### src/rtl/latex_pair_streamer.sv
// Streams a pair of NUL-terminated strings (lhs/rhs) out of a packed 16-bit character memory,
// one byte pair per ready/valid beat, with bad-index and runaway-length error reporting.
module latex_pair_streamer #(
    parameter int LINE_W    = 6,
    parameter int NUM_LINES = 50,
    parameter int ADDR_W    = 10,
    parameter int MAX_BEATS = 255
) (
    input  logic                clk,
    input  logic                rst_n,
    input  logic                start,
    input  logic [LINE_W-1:0]   line,
    input  logic [1:0]          mode,
    output logic [LINE_W-1:0]   ptr_line,
    input  logic [2*ADDR_W-1:0] ptr_data,
    output logic [ADDR_W-1:0]   mem_addr,
    input  logic [15:0]         mem_dout,
    output logic [7:0]          lhs,
    output logic [7:0]          rhs,
    output logic                out_valid,
    input  logic                out_ready,
    output logic                busy,
    output logic                done,
    output logic                err,
    output logic [7:0]          beat_count
);

    typedef enum logic [2:0] {
        IDLE    = 3'd0,
        PTR     = 3'd1,
        FETCH_L = 3'd2,
        FETCH_R = 3'd3,
        CAPT    = 3'd4,
        EMIT_HI = 3'd5,
        EMIT_LO = 3'd6,
        DONE    = 3'd7
    } state_t;

    localparam logic [LINE_W:0] LINE_LIMIT = (LINE_W + 1)'(NUM_LINES);
    localparam logic [7:0]      BEAT_LIMIT = 8'(MAX_BEATS);

    // Mode 3 is reserved and behaves like mode 2 (both sides active).
    function automatic logic side_active(input logic [1:0] m, input logic is_lhs);
        return is_lhs ? (m != 2'd1) : (m != 2'd0);
    endfunction

    function automatic logic [7:0] side_byte(input logic act, input logic ended,
                                             input logic [15:0] word, input logic hi);
        logic [7:0] b;
        b = hi ? word[15:8] : word[7:0];
        return (act && !ended) ? b : 8'h00;
    endfunction

    state_t              state_r, state_nxt_s;
    logic [LINE_W-1:0]   line_r, line_nxt_s;
    logic [1:0]          mode_r, mode_nxt_s;
    logic [ADDR_W-1:0]   lhs_ptr_r, lhs_ptr_nxt_s, rhs_ptr_r, rhs_ptr_nxt_s;
    logic [15:0]         lhs_word_r, lhs_word_nxt_s, rhs_word_r, rhs_word_nxt_s;
    logic                lhs_end_r, lhs_end_nxt_s, rhs_end_r, rhs_end_nxt_s;
    logic                err_r, err_nxt_s;
    logic [7:0]          beat_count_r, beat_count_nxt_s, beat_inc_s;
    logic [ADDR_W-1:0]   mem_addr_r, mem_addr_nxt_s;
    logic [7:0]          lhs_r, lhs_nxt_s, rhs_r, rhs_nxt_s;
    logic                out_valid_r, out_valid_nxt_s, busy_r, done_r;
    logic                emit_s, hi_s, all_zero_s, lhs_hit_s, rhs_hit_s;
    logic [7:0]          cur_lhs_s, cur_rhs_s;
    logic                nxt_emit_s, nxt_hi_s;
    logic [7:0]          nxt_lhs_s, nxt_rhs_s;

    // What the current emit state presents, and which active side just hit its NUL.
    always_comb begin
        emit_s     = (state_r == EMIT_HI) || (state_r == EMIT_LO);
        hi_s       = (state_r == EMIT_HI);
        cur_lhs_s  = side_byte(emit_s && side_active(mode_r, 1'b1), lhs_end_r, lhs_word_r, hi_s);
        cur_rhs_s  = side_byte(emit_s && side_active(mode_r, 1'b0), rhs_end_r, rhs_word_r, hi_s);
        lhs_hit_s  = emit_s && side_active(mode_r, 1'b1) && !lhs_end_r &&
                     (side_byte(1'b1, 1'b0, lhs_word_r, hi_s) == 8'h00);
        rhs_hit_s  = emit_s && side_active(mode_r, 1'b0) && !rhs_end_r &&
                     (side_byte(1'b1, 1'b0, rhs_word_r, hi_s) == 8'h00);
        all_zero_s = (cur_lhs_s == 8'h00) && (cur_rhs_s == 8'h00);
        beat_inc_s = beat_count_r + 8'd1;
    end

    // Next-state and next datapath values.
    always_comb begin
        state_nxt_s      = state_r;
        line_nxt_s       = line_r;
        mode_nxt_s       = mode_r;
        lhs_ptr_nxt_s    = lhs_ptr_r;
        rhs_ptr_nxt_s    = rhs_ptr_r;
        lhs_word_nxt_s   = lhs_word_r;
        rhs_word_nxt_s   = rhs_word_r;
        lhs_end_nxt_s    = lhs_end_r;
        rhs_end_nxt_s    = rhs_end_r;
        err_nxt_s        = err_r;
        beat_count_nxt_s = beat_count_r;
        case (state_r)
            IDLE: begin
                if (start) begin
                    line_nxt_s       = line;
                    mode_nxt_s       = mode;
                    beat_count_nxt_s = 8'd0;
                    if ({1'b0, line} >= LINE_LIMIT) begin
                        err_nxt_s   = 1'b1;
                        state_nxt_s = DONE;
                    end else begin
                        err_nxt_s   = 1'b0;
                        state_nxt_s = PTR;
                    end
                end else begin
                    state_nxt_s = IDLE;
                end
            end
            PTR: begin
                lhs_ptr_nxt_s = ptr_data[2*ADDR_W-1:ADDR_W];
                rhs_ptr_nxt_s = ptr_data[ADDR_W-1:0];
                lhs_end_nxt_s = 1'b0;
                rhs_end_nxt_s = 1'b0;
                state_nxt_s   = FETCH_L;
            end
            FETCH_L: state_nxt_s = FETCH_R;
            FETCH_R: begin
                lhs_word_nxt_s = mem_dout;
                state_nxt_s    = CAPT;
            end
            CAPT: begin
                rhs_word_nxt_s = mem_dout;
                state_nxt_s    = EMIT_HI;
            end
            EMIT_HI, EMIT_LO: begin
                lhs_end_nxt_s = lhs_end_r | lhs_hit_s;
                rhs_end_nxt_s = rhs_end_r | rhs_hit_s;
                if (all_zero_s) begin
                    state_nxt_s = DONE;
                end else if (out_ready) begin
                    beat_count_nxt_s = beat_inc_s;
                    if (beat_inc_s == BEAT_LIMIT) begin
                        err_nxt_s   = 1'b1;
                        state_nxt_s = DONE;
                    end else if (state_r == EMIT_HI) begin
                        state_nxt_s = EMIT_LO;
                    end else begin
                        // Ended sides keep pointing at their NUL word; the refetch is ignored.
                        lhs_ptr_nxt_s = lhs_end_nxt_s ? lhs_ptr_r : lhs_ptr_r + ADDR_W'(1);
                        rhs_ptr_nxt_s = rhs_end_nxt_s ? rhs_ptr_r : rhs_ptr_r + ADDR_W'(1);
                        state_nxt_s   = FETCH_L;
                    end
                end else begin
                    state_nxt_s = state_r;
                end
            end
            DONE:    state_nxt_s = IDLE;
            default: state_nxt_s = IDLE;
        endcase
    end

    // Outputs are registered, so they are computed from the values the next state will hold.
    always_comb begin
        nxt_emit_s      = (state_nxt_s == EMIT_HI) || (state_nxt_s == EMIT_LO);
        nxt_hi_s        = (state_nxt_s == EMIT_HI);
        nxt_lhs_s       = side_byte(nxt_emit_s && side_active(mode_nxt_s, 1'b1),
                                    lhs_end_nxt_s, lhs_word_nxt_s, nxt_hi_s);
        nxt_rhs_s       = side_byte(nxt_emit_s && side_active(mode_nxt_s, 1'b0),
                                    rhs_end_nxt_s, rhs_word_nxt_s, nxt_hi_s);
        out_valid_nxt_s = nxt_emit_s && ((nxt_lhs_s != 8'h00) || (nxt_rhs_s != 8'h00));
        lhs_nxt_s       = nxt_lhs_s;
        rhs_nxt_s       = nxt_rhs_s;
        if (state_nxt_s == FETCH_L) begin
            mem_addr_nxt_s = lhs_ptr_nxt_s;
        end else if (state_nxt_s == FETCH_R) begin
            mem_addr_nxt_s = rhs_ptr_nxt_s;
        end else begin
            mem_addr_nxt_s = mem_addr_r;
        end
    end

    // FSM state register.
    always_ff @(posedge clk or negedge rst_n) begin
        if (!rst_n) state_r <= IDLE;
        else        state_r <= state_nxt_s;
    end

    // Transfer context: latched request, pointers, words, end flags and status.
    always_ff @(posedge clk or negedge rst_n) begin
        if (!rst_n) begin
            line_r       <= '0;
            mode_r       <= 2'd0;
            lhs_ptr_r    <= '0;
            rhs_ptr_r    <= '0;
            lhs_word_r   <= 16'h0000;
            rhs_word_r   <= 16'h0000;
            lhs_end_r    <= 1'b0;
            rhs_end_r    <= 1'b0;
            err_r        <= 1'b0;
            beat_count_r <= 8'd0;
        end else begin
            line_r       <= line_nxt_s;
            mode_r       <= mode_nxt_s;
            lhs_ptr_r    <= lhs_ptr_nxt_s;
            rhs_ptr_r    <= rhs_ptr_nxt_s;
            lhs_word_r   <= lhs_word_nxt_s;
            rhs_word_r   <= rhs_word_nxt_s;
            lhs_end_r    <= lhs_end_nxt_s;
            rhs_end_r    <= rhs_end_nxt_s;
            err_r        <= err_nxt_s;
            beat_count_r <= beat_count_nxt_s;
        end
    end

    // Registered output stage.
    always_ff @(posedge clk or negedge rst_n) begin
        if (!rst_n) begin
            mem_addr_r  <= '0;
            lhs_r       <= 8'h00;
            rhs_r       <= 8'h00;
            out_valid_r <= 1'b0;
            busy_r      <= 1'b0;
            done_r      <= 1'b0;
        end else begin
            mem_addr_r  <= mem_addr_nxt_s;
            lhs_r       <= lhs_nxt_s;
            rhs_r       <= rhs_nxt_s;
            out_valid_r <= out_valid_nxt_s;
            busy_r      <= (state_nxt_s != IDLE);
            done_r      <= (state_nxt_s == DONE);
        end
    end

    assign ptr_line   = line_r;
    assign mem_addr   = mem_addr_r;
    assign lhs        = lhs_r;
    assign rhs        = rhs_r;
    assign out_valid  = out_valid_r;
    assign busy       = busy_r;
    assign done       = done_r;
    assign err        = err_r;
    assign beat_count = beat_count_r;

endmodule

### config.mk
export PLATFORM = sky130hd
export DESIGN_NAME = latex_pair_streamer
export DESIGN_NICKNAME = d
export VERILOG_FILES = /design/src/rtl/latex_pair_streamer.sv
export SDC_FILE = /design/constraint.sdc
export NUM_CORES = 1
export LEC_CHECK = 0
export BUFFER_PORTS_ARGS = -buffer_cell sky130_fd_sc_hd__buf_2
export CORE_MARGIN = 2
export CORE_UTILIZATION = 30
export CTS_CLUSTER_SIZE = 10
export DETAILED_ROUTE_END_ITERATION = 16
export PLACE_DENSITY_LB_ADDON = 0.3
export SYNTH_ARGS = -nofsm -noshare
export SYNTH_HDL_FRONTEND = slang
export SYNTH_SLANG_ARGS = --single-unit
### constraint.sdc
create_clock -name clk -period 2.43 [get_ports clk]
set_input_delay 0.243 -clock clk [delete_from_list [all_inputs] [get_ports clk]]
set_output_delay 0.243 -clock clk [all_outputs]
set_load 0.02 [all_outputs]
# [After elaboration in Yosys (flattened, before gate mapping)]
# Cells that the tools add are included.
[totals] register_bits=103 in_bits=48 out_inout_bits=44 wordCells=122
[op_classes] n_addsub=3 magnitude_cmp=1 n_eq_ne=19 muxes=45 bitwise=2 n_reduce_logical=35
[ops] op="$mux 10" count=12
[ops] op="$mux 8" count=11
[ops] op="$pmux 10 s2" count=2
[ops] op="$logic_not 8->1" count=4
[ops] op="$mux 16" count=2
[ops] op="$eq 3x3->1 const B" count=7
[ops] op="$pmux 3 s7" count=1
[ops] op="$add 10x1->10 const B" count=2
[ops] op="$mux 3" count=6
[ops] op="$pmux 8 s2" count=1
[ops] op="$reduce_bool 8->1" count=2
[ops] op="$eq 3x2->1 const B" count=4
[ops] op="$logic_and 1x1->1" count=12
[ops] op="$add 8x1->8 const B" count=1
[ops] op="$eq 8x8->1 const B" count=1
[ops] op="$ne 2x2->1 const B" count=4
[ops] op="$reduce_bool 2->1" count=4
[ops] op="$ge 6x6->1 const B" count=1
[ops] op="$pmux 1 s2" count=3
[ops] op="$mux 1" count=5
[ops] op="$reduce_and 5->1" count=1
[ops] op="$logic_not 1->1" count=4
[ops] op="$mux 2" count=2
[ops] op="$ne 2x1->1 const B" count=2
[ops] op="other kinds (8)" count=11

# [Logic depth before layout (Yosys ltp)]
# Gate-level depths: netlist (run 1).
[depth] ltp_word=17 depth_mapped=10 ltp_nobuf=9

# [Least setup slack after synthesis (run 1)]
# No wires, ideal clock.
[synth_path] kind="register to register" startpoint="register beat_count_r[0], in the netlist beat_count[0]" endpoint="register mem_addr_r[9], in the netlist mem_addr[9]" setup_ps=126 arrival_time_ps=2617 required_time_ps=2304 setup_slack_ps=-313 stages_incl_launch_ff=10 path_buffers=1 cell_sequence="dfrtp_1 ha_1 and3_2 mux2_2 a221oi_4 or2_1 buf_6 nor4_2 mux2_4 a221o_1"
[synth_lines] item="from (decl)" line_no="61" rtl="logic [7:0] beat_count_r, beat_count_nxt_s, beat_inc_s;"
[synth_lines] item="from (signal assigned)" line_no="206" rtl="beat_count_r <= beat_count_nxt_s;"
[synth_lines] item="$add 8x1->8" line_no="81" rtl="beat_inc_s = beat_count_r + 8'd1;"
[synth_lines] item="$eq 8x8->1" line_no="137" rtl="if (beat_inc_s == BEAT_LIMIT) begin"
[synth_lines] item="$mux 10" line_no="137"
[synth_lines] item="$mux 10" line_no="135" rtl="end else if (out_ready) begin"
[synth_lines] item="$mux 10" line_no="133" rtl="if (all_zero_s) begin"
[synth_lines] item="$pmux 10 s2" line_no="97" rtl="case (state_r)"
[synth_lines] item="net lhs_ptr_nxt_s[9]" line_no="57" rtl="logic [ADDR_W-1:0] lhs_ptr_r, lhs_ptr_nxt_s, rhs_ptr_r, rhs_ptr_nxt_s;"
[synth_lines] item="$mux 10" line_no="168" rtl="if (state_nxt_s == FETCH_L) begin"
[synth_lines] item="to (signal assigned)" line_no="220" rtl="mem_addr_r <= mem_addr_nxt_s;"
[synth_lines] item="to (decl)" line_no="62" rtl="logic [ADDR_W-1:0] mem_addr_r, mem_addr_nxt_s;"
# The timed path passes the listed nets, and every way through them passes these cells. The select of a mux whose other input is x is not followed.
# A chain may end at the register's enable or synchronous reset.

# [Worst setup path in the final report (run 1)]
[layout_path] startpoint="register state_r[0]" endpoint="register mem_addr_r[9], in the netlist mem_addr[9]"
[layout_lines] item="from (decl)" line_no="54" rtl="state_t state_r, state_nxt_s;"
[layout_lines] item="from (signal assigned)" line_no="180" rtl="else state_r <= state_nxt_s;"
[layout_lines] item="branches (longest 11 deep; another with $mux 10)"
[layout_lines] item="$pmux 10 s2 *" line_no="97"
[layout_lines] item="net lhs_ptr_nxt_s[9]" line_no="57"
[layout_lines] item="$mux 10 *" line_no="168"
# Mark *: on every way through the listed nets, which the timed path passes. The select of a mux whose other input is x is not followed.

==> results.md, run 1 <==
* Hold Violations, Final at 0
* Area enclosed by the die boundary at 20,120 um^2
* Worst slew margin relative to its limit at 0.5431
* Min cycle time layout at 2.530 ns
* Area share of the leading cell type in the synthesized netlist at 0.4521
* Number of endpoints failing setup at the final stage at 17
* Worst path setup slack after routing at -0.09973 ns
* Slew at the pin with the worst max-slew slack at 0.6853 ns
* DRC viols at 0
* Type of the most critical hold path: in2reg
* Syn-to-layout area delta at 37.31%
* Yosys warning total at 0
* Fraction of the yosys area taken by sequential cells at 0.4521
* Average wire per standard cell at 17.96 um
* First-pass GRT wire length at 28,300 um
* Critical Path Fanout Max at 6
* Post-CTS clock slew at the launch and capture registers of the worst setup and hold paths at 0.08 ns
* Total of flip-flops plus latches after synthesis at 103
* Number of global-route vias before repair at 5,095
* Iter 0 DRT Violations at 288
* Layout net count at 834
* Vias per cell at 5.186
* Final period util at 1.041
* I/O pin count at 92
* Largest voltage drop on the vdd net at 812.5 uV
* Diodes inserted at 0
* Per-instance average area after synthesis at 9.393 um^2
* Failing checks: negative setup slack
* Final count of pins violating max slew at 0
* Top post-synthesis cells by area: sky130_fd_sc_hd__dfrtp_1 45%, sky130_fd_sc_hd__mux2i_1 5.4%, sky130_fd_sc_hd__nand2_1 4.5%
* WS Path Type: reg2reg
* Deepest clock path buffer count at 2
* Ys flop type: sky130_fd_sc_hd__dfrtp_1
* Total CTS buffers at 9
* Initial core utilization at 0.3048
* Floorplan die height at 141.9 um
* Number of flops mapped to enable cells by yosys at 0
* Iteration count of the initial detailed-routing pass at 5
* Most common library cells after synthesis: 103 x sky130_fd_sc_hd__dfrtp_1, 69 x sky130_fd_sc_hd__nand2_1, 48 x sky130_fd_sc_hd__inv_1
* Most numerous cell in the Yosys netlist: sky130_fd_sc_hd__dfrtp_1
* Placeable core area at 18,710 um^2
* Weighted congestion at the end of routability-driven global placement at 0.8302
* Fraction of registers with async set or reset after synthesis at 1.000
* Detailed-placement wirelength estimate at 13,450 um
* Static leakage power at 3.644 nW
* Number of nets in the synthesized netlist at 659
* Area of all placed cells without fillers at 7829 um^2
* Crit end category: flop
* Global-route total usage across every layer at 0.1824
* Count of antenna-violating nets left after detailed routing at 0
* Minimum setup slack after placement at -0.1319 ns
* Width of the die at 141.9 um
* Port-buffer cells at 91
* Pin count of the biggest net entering global routing at 54
* Arrival time at the worst endpoint at 2.78 ns
* Power Density at 1586 nW/um^2
* DRT Wirelength at 18,340 um
* Number of antenna violations at the first check in global routing at 0
* Worst Skew at 0.01081 ns
* Peak Freq at 0.3953 GHz
* Outcome: finished with violations
* Netlist area before placement at 5702 um^2
* Startpoint Class: flop
* Number of standard-cell rows in the floorplan at 50
* Dominant cell type by area after synthesis: sky130_fd_sc_hd__dfrtp_1
* Number of cells on the worst hold path at 3
* Worst-Skew Late Latency at 0.36 ns
* Worst-path cell chain: buf_4 > nand3b_1 > nand3b_1 > buf_4 > nand3_2 > o21a_4 > nor4_4 > mux2_4 > a221o_1
* Routed vias at 5,295
* Maximum single-stage delay on the critical path at 0.44 ns
* Number of instances in the synthesized netlist at 607
* Total number of H-tree levels at 3
* Worst-case register-to-register setup slack at -0.1 ns
* Cell Area, Placed at 7086 um^2
* RSZ-0062 raised after global routing: true
* Number of cell instances on the worst register-to-register path at 9
* Worst path required time at 2.68 ns
* Sum of negative setup slack at -0.5962 ns
* Buffer type at the clock tree root: sky130_fd_sc_hd__clkbuf_16
* Slowest stage cell on the critical path: sky130_fd_sc_hd__dfrtp_2
* Number of distinct library cells after synthesis at 75
* Clock tree from TritonCTS: built
* Clock sinks at 103
* Fraction of layout cells with a size suffix above 1 at 0.3774
* Final global-route overflow total at 0
* Final Power at 0.01241 W
* Max cap viols at 0
==> stage by stage <==
step / util / hold WS (ns) / std cells
5_1_grt: 0.4185 / 0.07984 / 1021
4_1_cts: 0.4041 / 0.06547 / 1013
6_report: 0.4185 / 0.06942 / 1021
3_5_place_dp: 0.3788 / 0.3364 / 989
2_1_floorplan: - / -0.05259 / 607
3_3_place_gp: 0.3788 / 0.3419 / 989
==> metal layers <==
metal	vias to the layer above	routed length, um	global-route usage
li1	2565	-	-
met4	0	254	0.04684
met1	2569	8659	0.2562
met3	18	800	0.03577
met5	-	0	0
met2	143	8622	0.2895
==> repair_timing <==
action | CTS | global route
pin swaps | 6 | 18
setup buffers | 7 | 9
endpoints found under the setup margin | 16 | 35
hold buffers | 1 | 0
cloned | 0 | 1
gates resized for setup | 28 | 44
endpoints found under the hold margin | 51 | 0
==> worst paths after layout <==
kind / startpoint / endpoint
worst min-delay path: line[0] / ptr_line[0]
max in group asynchronous: rst_n / beat_count[4]
worst max-delay path: state_r[0] / mem_addr[9]
worst min register to register: ptr_line[0] / ptr_line[0]
min in group asynchronous: rst_n / rhs[6]
worst max register to register: state_r[0] / mem_addr[9]
==> sequential cells by signal, indices dropped and copies added (netlist names), 2 cells and up <==
register,count
mode_r,2
rhs,8
ptr_line,6
beat_count,8
state_r,3
mem_addr,10
lhs_word_r,16
rhs_word_r,16
lhs,8
lhs_ptr_r,10
rhs_ptr_r,10
==> cell type report <==
class,instances,area (um^2)
multi-input cells,421,3105
clock inverters,7,71.32
flip-flops and latches,103,2586
inverters,49,183.9
fillers,1804,10880
clock buffers,9,225.2
repair buffers,198,1364
well taps,234,292.8
==> worst max-delay path: cells and delay by family (launching register included) <==
kind / cells / cell delay, ns
AO/OA/AOI/OAI: 2 / 0.51
AND/OR/NAND/NOR: 4 / 0.84
buffers and inverters: 2 / 0.30
multiplexers: 1 / 0.33
flip-flops: 1 / 0.44
==> cells by family (layout without fill, tap and decap cells) <==
| logic type | after synthesis | count (layout) | share of synthesized area |
|---|---|---|---|
| AOI/OAI and AO/OA | 148 | 148 | 0.1911 |
| xor gates and xnor gates | 7 | 7 | 0.01339 |
| adders and majority gates | 4 | 4 | 0.008778 |
| buffers and inverters | 83 | 263 | 0.05903 |
| DFF | 103 | 103 | 0.4521 |
| muxes | 40 | 40 | 0.07351 |
| and+or+nand+nor | 222 | 222 | 0.2021 |
==> layout by cell type, fill, tap and decap left out, types with 8 or more instances in the layout <==
cell and count:
sky130_fd_sc_hd__nor4_1 12, sky130_fd_sc_hd__o211ai_1 19, sky130_fd_sc_hd__a21oi_1 25, sky130_fd_sc_hd__nand3_1 15
sky130_fd_sc_hd__nand4_1 12, sky130_fd_sc_hd__o21ai_0 20, sky130_fd_sc_hd__buf_6 10, sky130_fd_sc_hd__mux2i_1 28
sky130_fd_sc_hd__dfrtp_1 96, sky130_fd_sc_hd__inv_1 47, sky130_fd_sc_hd__buf_2 90, sky130_fd_sc_hd__buf_4 92
sky130_fd_sc_hd__nand2_1 66, sky130_fd_sc_hd__o22ai_1 14, sky130_fd_sc_hd__nor3_1 8, sky130_fd_sc_hd__nor2_1 44
sky130_fd_sc_hd__clkbuf_16 9
==> report_power, final <==
| part | internal, W | switching, W |
|---|---|---|
| Clock | 0.000727 | 0.000752 |
| Sequential | 0.00247 | 0.000610 |
| Combinational | 0.00345 | 0.00440 |
| Total | 0.00665 | 0.00576 |
Note: power is estimated with default switching activity, not from simulation.
==> inputs of run 2 (changes only) <==
- CORE_MARGIN: 2 -> unset
- CORE_UTILIZATION: 30 -> 40
==> run 2 against run 1 <==
Net effect: the flow still finishes with violations (negative setup slack); largest power group unchanged; worst setup slack improved by 0.055 ns; count of clock-buffer cells in the layout rose by 2; critical path depth fell by 2; sequential share of layout area rose by 0.89 points; fmax rose by 2.2%; first-iteration DRC count rose by 16%; global-route usage rose by 6.7 points; non-clock buffer count fell by 15; die area fell by 27%.
==> results.md, run 2 (synthesis results as in run 1) <==
* First-pass GRT wire length at 27,910 um (was 28,300 um)
* Floorplan die height at 121.4 um (was 141.9 um)
* Clock sinks at 103 (unchanged)
* Vias per cell at 5.709 (was 5.186)
* Diodes inserted at 0 (unchanged)
* Peak Freq at 0.4042 GHz (was 0.3953 GHz)
* Worst-case register-to-register setup slack at -0.04 ns (was -0.1 ns)
* Deepest clock path buffer count at 2 (unchanged)
* Number of standard-cell rows in the floorplan at 43 (was 50)
* Worst Skew at 0.01281 ns (was 0.01081 ns)
* Post-CTS clock slew at the launch and capture registers of the worst setup and hold paths at 0.07 ns (was 0.08 ns)
* Sum of negative setup slack at -0.2421 ns (was -0.5962 ns)
* Width of the die at 121.4 um (was 141.9 um)
* DRC viols at 0 (unchanged)
* Most used cells in the layout excluding fill and tap cells: 96 x sky130_fd_sc_hd__dfrtp_1, 90 x sky130_fd_sc_hd__buf_2, 76 x sky130_fd_sc_hd__buf_4 (was 96 x sky130_fd_sc_hd__dfrtp_1, 92 x sky130_fd_sc_hd__buf_4, 90 x sky130_fd_sc_hd__buf_2)
* Final Power at 0.01233 W (was 0.01241 W)
* Number of cell instances on the worst register-to-register path at 7 (was 9)
* I/O pin count at 92 (unchanged)
* Syn-to-layout area delta at 33.68% (was 37.31%)
* Global-route total usage across every layer at 0.2494 (was 0.1824)
* Cell Area, Placed at 6933 um^2 (was 7086 um^2)
* Critical Path Fanout Max at 6 (unchanged)
* Post-Route M1 WL at 7550 um (was 8659 um)
* Worst path required time at 2.68 ns (about the same)
* Area of all placed cells without fillers at 7622 um^2 (was 7829 um^2)
* Placeable core area at 13,880 um^2 (was 18,710 um^2)
* Fraction of layout cells with a size suffix above 1 at 0.3536 (was 0.3774)
* Total number of H-tree levels at 3 (unchanged)
* Static leakage power at 3.553 nW (was 3.644 nW)
* Port-buffer cells at 91 (unchanged)
* Arrival time at the worst endpoint at 2.72 ns (was 2.78 ns)
* FF-to-FF End: mem_addr[9] (unchanged)
* Detailed-placement wirelength estimate at 12,790 um (was 13,450 um)
* Max cap viols at 0 (unchanged)
* WL met3 at 1026 um (was 800 um)
* Largest registers: lhs_word_r: 16 flops, rhs_word_r: 16 flops (unchanged)
* Clock tree from TritonCTS: built (unchanged)
* Count of antenna-violating nets left after detailed routing at 0 (unchanged)
* Area enclosed by the die boundary at 14,740 um^2 (was 20,120 um^2)
* Initial core utilization at 0.4108 (was 0.3048)
* Final global-route overflow total at 0 (unchanged)
* Final count of pins violating max slew at 0 (unchanged)
* Iter 0 DRT Violations at 335 (was 288)
* Number of cells on the worst hold path at 3 (unchanged)
* Hold Violations, Final at 0 (unchanged)
* Largest voltage drop on the vdd net at 925.7 uV (was 812.5 uV)
* Worst slew margin relative to its limit at 0.5282 (was 0.5431)
* DRT Wirelength at 17,690 um (was 18,340 um)
* Most frequent standard cell in the layout excluding fill and tap cells: sky130_fd_sc_hd__dfrtp_1 (unchanged)
* Number of global-route vias before repair at 5,326 (was 5,095)
* Weighted congestion at the end of routability-driven global placement at 0.9147 (was 0.8302)
* Detailed-routed wire length on met2 at 8615 um (was 8622 um)
* Crit end category: flop (unchanged)
* Average wire per standard cell at 18.59 um (was 17.96 um)
* Routed vias at 5,435 (was 5,295)
* RSZ-0062 raised after global routing: true (unchanged)
* Final period util at 1.018 (was 1.041)
* Layout net count at 819 (was 834)
* Pin count of the biggest net entering global routing at 54 (unchanged)
* Outcome: finished with violations (unchanged)
* Iteration count of the initial detailed-routing pass at 5 (unchanged)
* Startpoint Class: flop (unchanged)
* Terminating pin of the worst hold path: ptr_line[0] (unchanged)
* Slew at the pin with the worst max-slew slack at 0.7078 ns (was 0.6853 ns)
* Final standard cell utilization of the core at 0.5491 (was 0.4185)
* Worst path setup slack after routing at -0.04431 ns (was -0.09973 ns)
* Number of endpoints failing setup at the final stage at 10 (was 17)
* Total CTS buffers at 9 (unchanged)
* Power Density at 1617 nW/um^2 (was 1586 nW/um^2)
* Hold path startpoint: line[0] (unchanged)
* WS Path Type: reg2reg (unchanged)
* Top Metal Used: met4 (unchanged)
* Failing checks: negative setup slack (unchanged)
* Number of antenna violations at the first check in global routing at 0 (unchanged)
* Final Hold Slack at 0.08655 ns (was 0.06942 ns)
* Worst-Skew Late Latency at 0.36 ns (about the same)
* Critical R2R Launch: state_r[1] (was state_r[0])
* Type of the most critical hold path: in2reg (unchanged)
* Buffer type at the clock tree root: sky130_fd_sc_hd__clkbuf_16 (unchanged)
* Min cycle time layout at 2.474 ns (was 2.530 ns)
[run 2: final cells by class]
class                           count  area [um^2]
Clock buffer                       11        232.7
Clock inverter                      5        88.84
Fill cell                        1233         6259
Timing Repair Buffer              183         1246
Tap cell                          180        225.2
Inverter                           49        183.9
Sequential cell                   103         2586
Multi-Input combinational cell    421         3059
[run 2: worst max-delay path: stages, from the launching register on]
cell and delay (ns):
sky130_fd_sc_hd__dfrtp_2 0.45, sky130_fd_sc_hd__xnor2_2 0.22, sky130_fd_sc_hd__nor4_2 0.32, sky130_fd_sc_hd__nand3_2 0.21
sky130_fd_sc_hd__o21a_4 0.29, sky130_fd_sc_hd__nor4_4 0.27, sky130_fd_sc_hd__mux2_4 0.33, sky130_fd_sc_hd__a221o_1 0.28
[run 2: how the worst max path moves through the flow]
stage / startpoint / endpoint / slack, ns / depth (start not counted)
3_3_place_gp: lhs_word_r[0] / out_valid / -0.24 / 9
6_report: state_r[1] / mem_addr[9] / -0.04 / 7
3_5_place_dp: lhs_word_r[0] / out_valid / -0.33 / 9
5_1_grt: state_r[1] / rhs_ptr_r[7] / -0.20 / 7
2_1_floorplan: beat_count[1] / mem_addr[9] / -0.07 / 9
4_1_cts: state_r[1] / mem_addr[9] / -0.06 / 7
[run 2: timing repair]
action	CTS	global route
endpoints found under the setup margin	35	35
pin swaps	10	17
gates resized for setup	26	40
endpoints found under the hold margin	52	0
setup buffers	3	6
hold buffers	1	0
gates cloned	1	0
[run 2: through the flow]
stage                     instances  worst slack (ns)
after global placement          927           -0.2399
final                           952          -0.04431
after global routing            952           -0.1969
after floorplan                 607          -0.07067
after detailed placement        927           -0.3257
after CTS                       947          -0.06032
[run 2: per-layer routing]
layer,up-vias,global-route usage
li1,2536,-
met4,0,0.08796
met3,32,0.05357
met5,-,0
met1,2686,0.3237
met2,181,0.4084
[run 2: power by group]
part           total [W]  internal [W]  switching (W)  leakage (nW)
combinational    0.00759       0.00330        0.00429          2.13
clock            0.00160      0.000917       0.000684         0.156
sequential       0.00313       0.00248       0.000657          1.27
==> inputs of run 3 (changes only) <==
- CELL_PAD_IN_SITES_DETAIL_PLACEMENT: unset -> 0
- CELL_PAD_IN_SITES_GLOBAL_PLACEMENT: unset -> 2
- CORE_UTILIZATION: 40 -> 32
==> run 3 against run 2 <==
Net effect: the flow still finishes with violations (negative setup slack); die area up 25%; sequential share of layout area down 1.4 points; fmax down 1.4%; count of clock-buffer cells in the layout down 2; via count up 1.2%; first-iteration DRC count up 13%; clock power down 6%.
==> results.md, run 3 (synthesis results as in run 1) <==
* Iter 0 DRT Violations at 377 (was 335)
* Filler-free cell count of the finished design at 1,018 (was 952)
* Syn-to-layout area delta at 39.48% (was 33.68%)
* DRT Wirelength at 19,420 um (was 17,690 um)
* Width of the die at 135.5 um (was 121.4 um)
* Number of antenna violations at the first check in global routing at 0 (unchanged)
* Hold Violations, Final at 0 (unchanged)
* Power Density at 1607 nW/um^2 (was 1617 nW/um^2)
* Clock tree from TritonCTS: built (unchanged)
* Worst slew margin relative to its limit at 0.5466 (was 0.5282)
* Most frequent standard cell in the layout excluding fill and tap cells: sky130_fd_sc_hd__buf_4 (was sky130_fd_sc_hd__dfrtp_1)
* Largest registers: lhs_word_r: 16 flops, rhs_word_r: 16 flops (unchanged)
* Area enclosed by the die boundary at 18,360 um^2 (was 14,740 um^2)
* Post-CTS clock slew at the launch and capture registers of the worst setup and hold paths at 0.08 ns (was 0.07 ns)
* Weighted congestion at the end of routability-driven global placement at 0.8451 (was 0.9147)
* Iteration count of the initial detailed-routing pass at 5 (unchanged)
* Total number of H-tree levels at 3 (unchanged)
* Cell Area, Placed at 7029 um^2 (was 6933 um^2)
* Detailed-placement wirelength estimate at 13,920 um (was 12,790 um)
* Count of antenna-violating nets left after detailed routing at 0 (unchanged)
* Arrival time at the worst endpoint at 2.76 ns (was 2.72 ns)
* Deepest clock path buffer count at 2 (unchanged)
* Worst Skew at 0.01637 ns (was 0.01281 ns)
* Layout net count at 840 (was 819)
* Number of instances in the placed design at 979 (was 927)
* Clock sinks at 103 (unchanged)
* Placeable core area at 17,360 um^2 (was 13,880 um^2)
* Area of all placed cells without fillers at 7953 um^2 (was 7622 um^2)
* Fraction of layout cells with a size suffix above 1 at 0.3960 (was 0.3536)
* Number of global-route vias before repair at 5,478 (was 5,326)
* Total CTS buffers at 9 (unchanged)
* Global-route total usage across every layer at 0.2155 (was 0.2494)
* DRC viols at 0 (unchanged)
* First-pass GRT wire length at 29,970 um (was 27,910 um)
* Most used cells in the layout excluding fill and tap cells: 97 x sky130_fd_sc_hd__buf_4, 96 x sky130_fd_sc_hd__dfrtp_1, 91 x sky130_fd_sc_hd__buf_2 (was 96 x sky130_fd_sc_hd__dfrtp_1, 90 x sky130_fd_sc_hd__buf_2, 76 x sky130_fd_sc_hd__buf_4)
* Port-buffer cells at 91 (unchanged)
* Final period util at 1.033 (was 1.018)
* Worst-path cell chain: buf_6 > nand3b_1 > nand3b_1 > nand3_4 > o21a_4 > nor4_4 > mux2_4 > a221o_1 (was xnor2_2 > nor4_2 > nand3_2 > o21a_4 > nor4_4 > mux2_4 > a221o_1)
* Worst-Skew Late Latency at 0.36 ns (about the same)
* Initial core utilization at 0.3285 (was 0.4108)
* Count of fill cells added during filler insertion at 1,643 (was 1,233)
* Min cycle time layout at 2.510 ns (was 2.474 ns)
* Failing checks: negative setup slack (unchanged)
* Pin count of the biggest net entering global routing at 56 (was 54)
* Buffer type at the clock tree root: sky130_fd_sc_hd__clkbuf_16 (unchanged)
* WS Path Type: reg2reg (unchanged)
* Worst path required time at 2.68 ns (about the same)
* Vias per cell at 5.401 (was 5.709)
* RSZ-0062 raised after global routing: true (unchanged)
* Static leakage power at 3.683 nW (was 3.553 nW)
* Floorplan die height at 135.5 um (was 121.4 um)
* Final global-route overflow total at 0 (unchanged)
* Routed vias at 5,498 (was 5,435)
* Outcome: finished with violations (unchanged)
* Average wire per standard cell at 19.08 um (was 18.59 um)
* Number of endpoints failing setup at the final stage at 15 (was 10)
* Startpoint Class: flop (unchanged)
* Peak Freq at 0.3985 GHz (was 0.4042 GHz)
* Max cap viols at 0 (unchanged)
* Critical Path Fanout Max at 6 (unchanged)
* Final count of pins violating max slew at 0 (unchanged)
* Maximum single-stage delay on the critical path at 0.46 ns (was 0.45 ns)
* Worst path setup slack after routing at -0.07950 ns (was -0.04431 ns)
* I/O pin count at 92 (unchanged)
* Largest voltage drop on the vdd net at 666.9 uV (was 925.7 uV)
* Slowest stage cell on the critical path: sky130_fd_sc_hd__dfrtp_2 (unchanged)
* Crit end category: flop (unchanged)
* Slew at the pin with the worst max-slew slack at 0.6801 ns (was 0.7078 ns)
* Most Frequent Cell on Critical Path: sky130_fd_sc_hd__nand3b_1
* Number of standard-cell rows in the floorplan at 48 (was 43)
* Type of the most critical hold path: in2reg (unchanged)
* Diodes inserted at 0 (unchanged)
[run 3: changes by cell type in the layout (fill, tap and decap cells not counted), sizes merged]
| cell | change |
|---|---|
| clkbuf | -2 |
| clkinvlp | +1 |
| inv | +2 |
| clkinv | +1 |
| bufinv | -2 |
| buf | +21 |
[run 3: report_power, final]
part | internal (W) | total (W) | switching, W | leakage [nW]
combinational | 0.00350 | 0.00818 | 0.00468 | 2.26
sequential | 0.00247 | 0.00310 | 0.000626 | 1.27
clock | 0.000736 | 0.00150 | 0.000761 | 0.146
total | 0.00671 | 0.0128 | 0.00606 | 3.68
[run 3: worst max-delay path, delay by kind of cell (launching register included)]
family                 cells  cell delay (ns)
multiplexers               1             0.33
flip-flops                 1             0.46
AND/OR/NAND/NOR            4             0.85
buffers and inverters      1             0.14
AO/OA/AOI/OAI              2             0.61
[run 3: metal layers]
metal	part of all wire	global-route usage	wire [um]
met5	0	0	0
met4	0.014	0.06242	280
met3	0.042	0.02955	814
met2	0.47	0.3473	9123
met1	0.47	0.3002	9201
[run 3: layout make-up]
| type | count | area, um^2 | area share |
|---|---|---|---|
| flip-flops and latches | 103 | 2586 | 0.3252 |
| clock inverters | 7 | 80.08 | 0.01007 |
| clock buffers | 9 | 225.2 | 0.02832 |
| repair buffers | 204 | 1389 | 0.1746 |
| multi-input cells | 421 | 3207 | 0.4032 |
| inverters | 49 | 183.9 | 0.02313 |
| well taps | 225 | 281.5 | 0.03540 |
[run 3: through the flow]
stage	TNS, ns	setup WS [ns]	util	power (W)	hold WS [ns]
floorplan	-0.1499	-0.07067	-	0.007162	-0.05259
global placement	-1.701	-0.1724	0.4050	0.009857	0.3220
detailed placement	-2.676	-0.2212	0.4050	0.009955	0.3293
CTS	-0.2255	-0.08691	0.4423	0.01214	0.08634
global route	-3.348	-0.1794	0.4582	0.01362	0.1098
finish	-0.4636	-0.07950	0.4582	0.01278	0.09567
[run 3: final timing paths]
kind	to	start	depth (start not counted)	slack, ns
setup / recovery	mem_addr[9]	state_r[0]	8	-0.08
hold / removal	ptr_line[0]	line[0]	3	0.1
setup reg to reg	mem_addr[9]	state_r[0]	8	-0.08
hold reg to reg	ptr_line[1]	ptr_line[1]	2	0.48
max in group asynchronous	lhs_ptr_r[6]	rst_n	3	1.21
min in group asynchronous	rhs[7]	rst_n	2	0.46
[run 3: repair_timing]
| action | in CTS | in global routing |
|---|---|---|
| setup buffers | 11 | 9 |
| gates cloned | 2 | 0 |
| hold buffers | 1 | 0 |
| endpoints found under the setup margin | 29 | 40 |
| resized for setup | 54 | 41 |
| endpoints found under the hold margin | 51 | 0 |
| pin swaps | 22 | 21 |
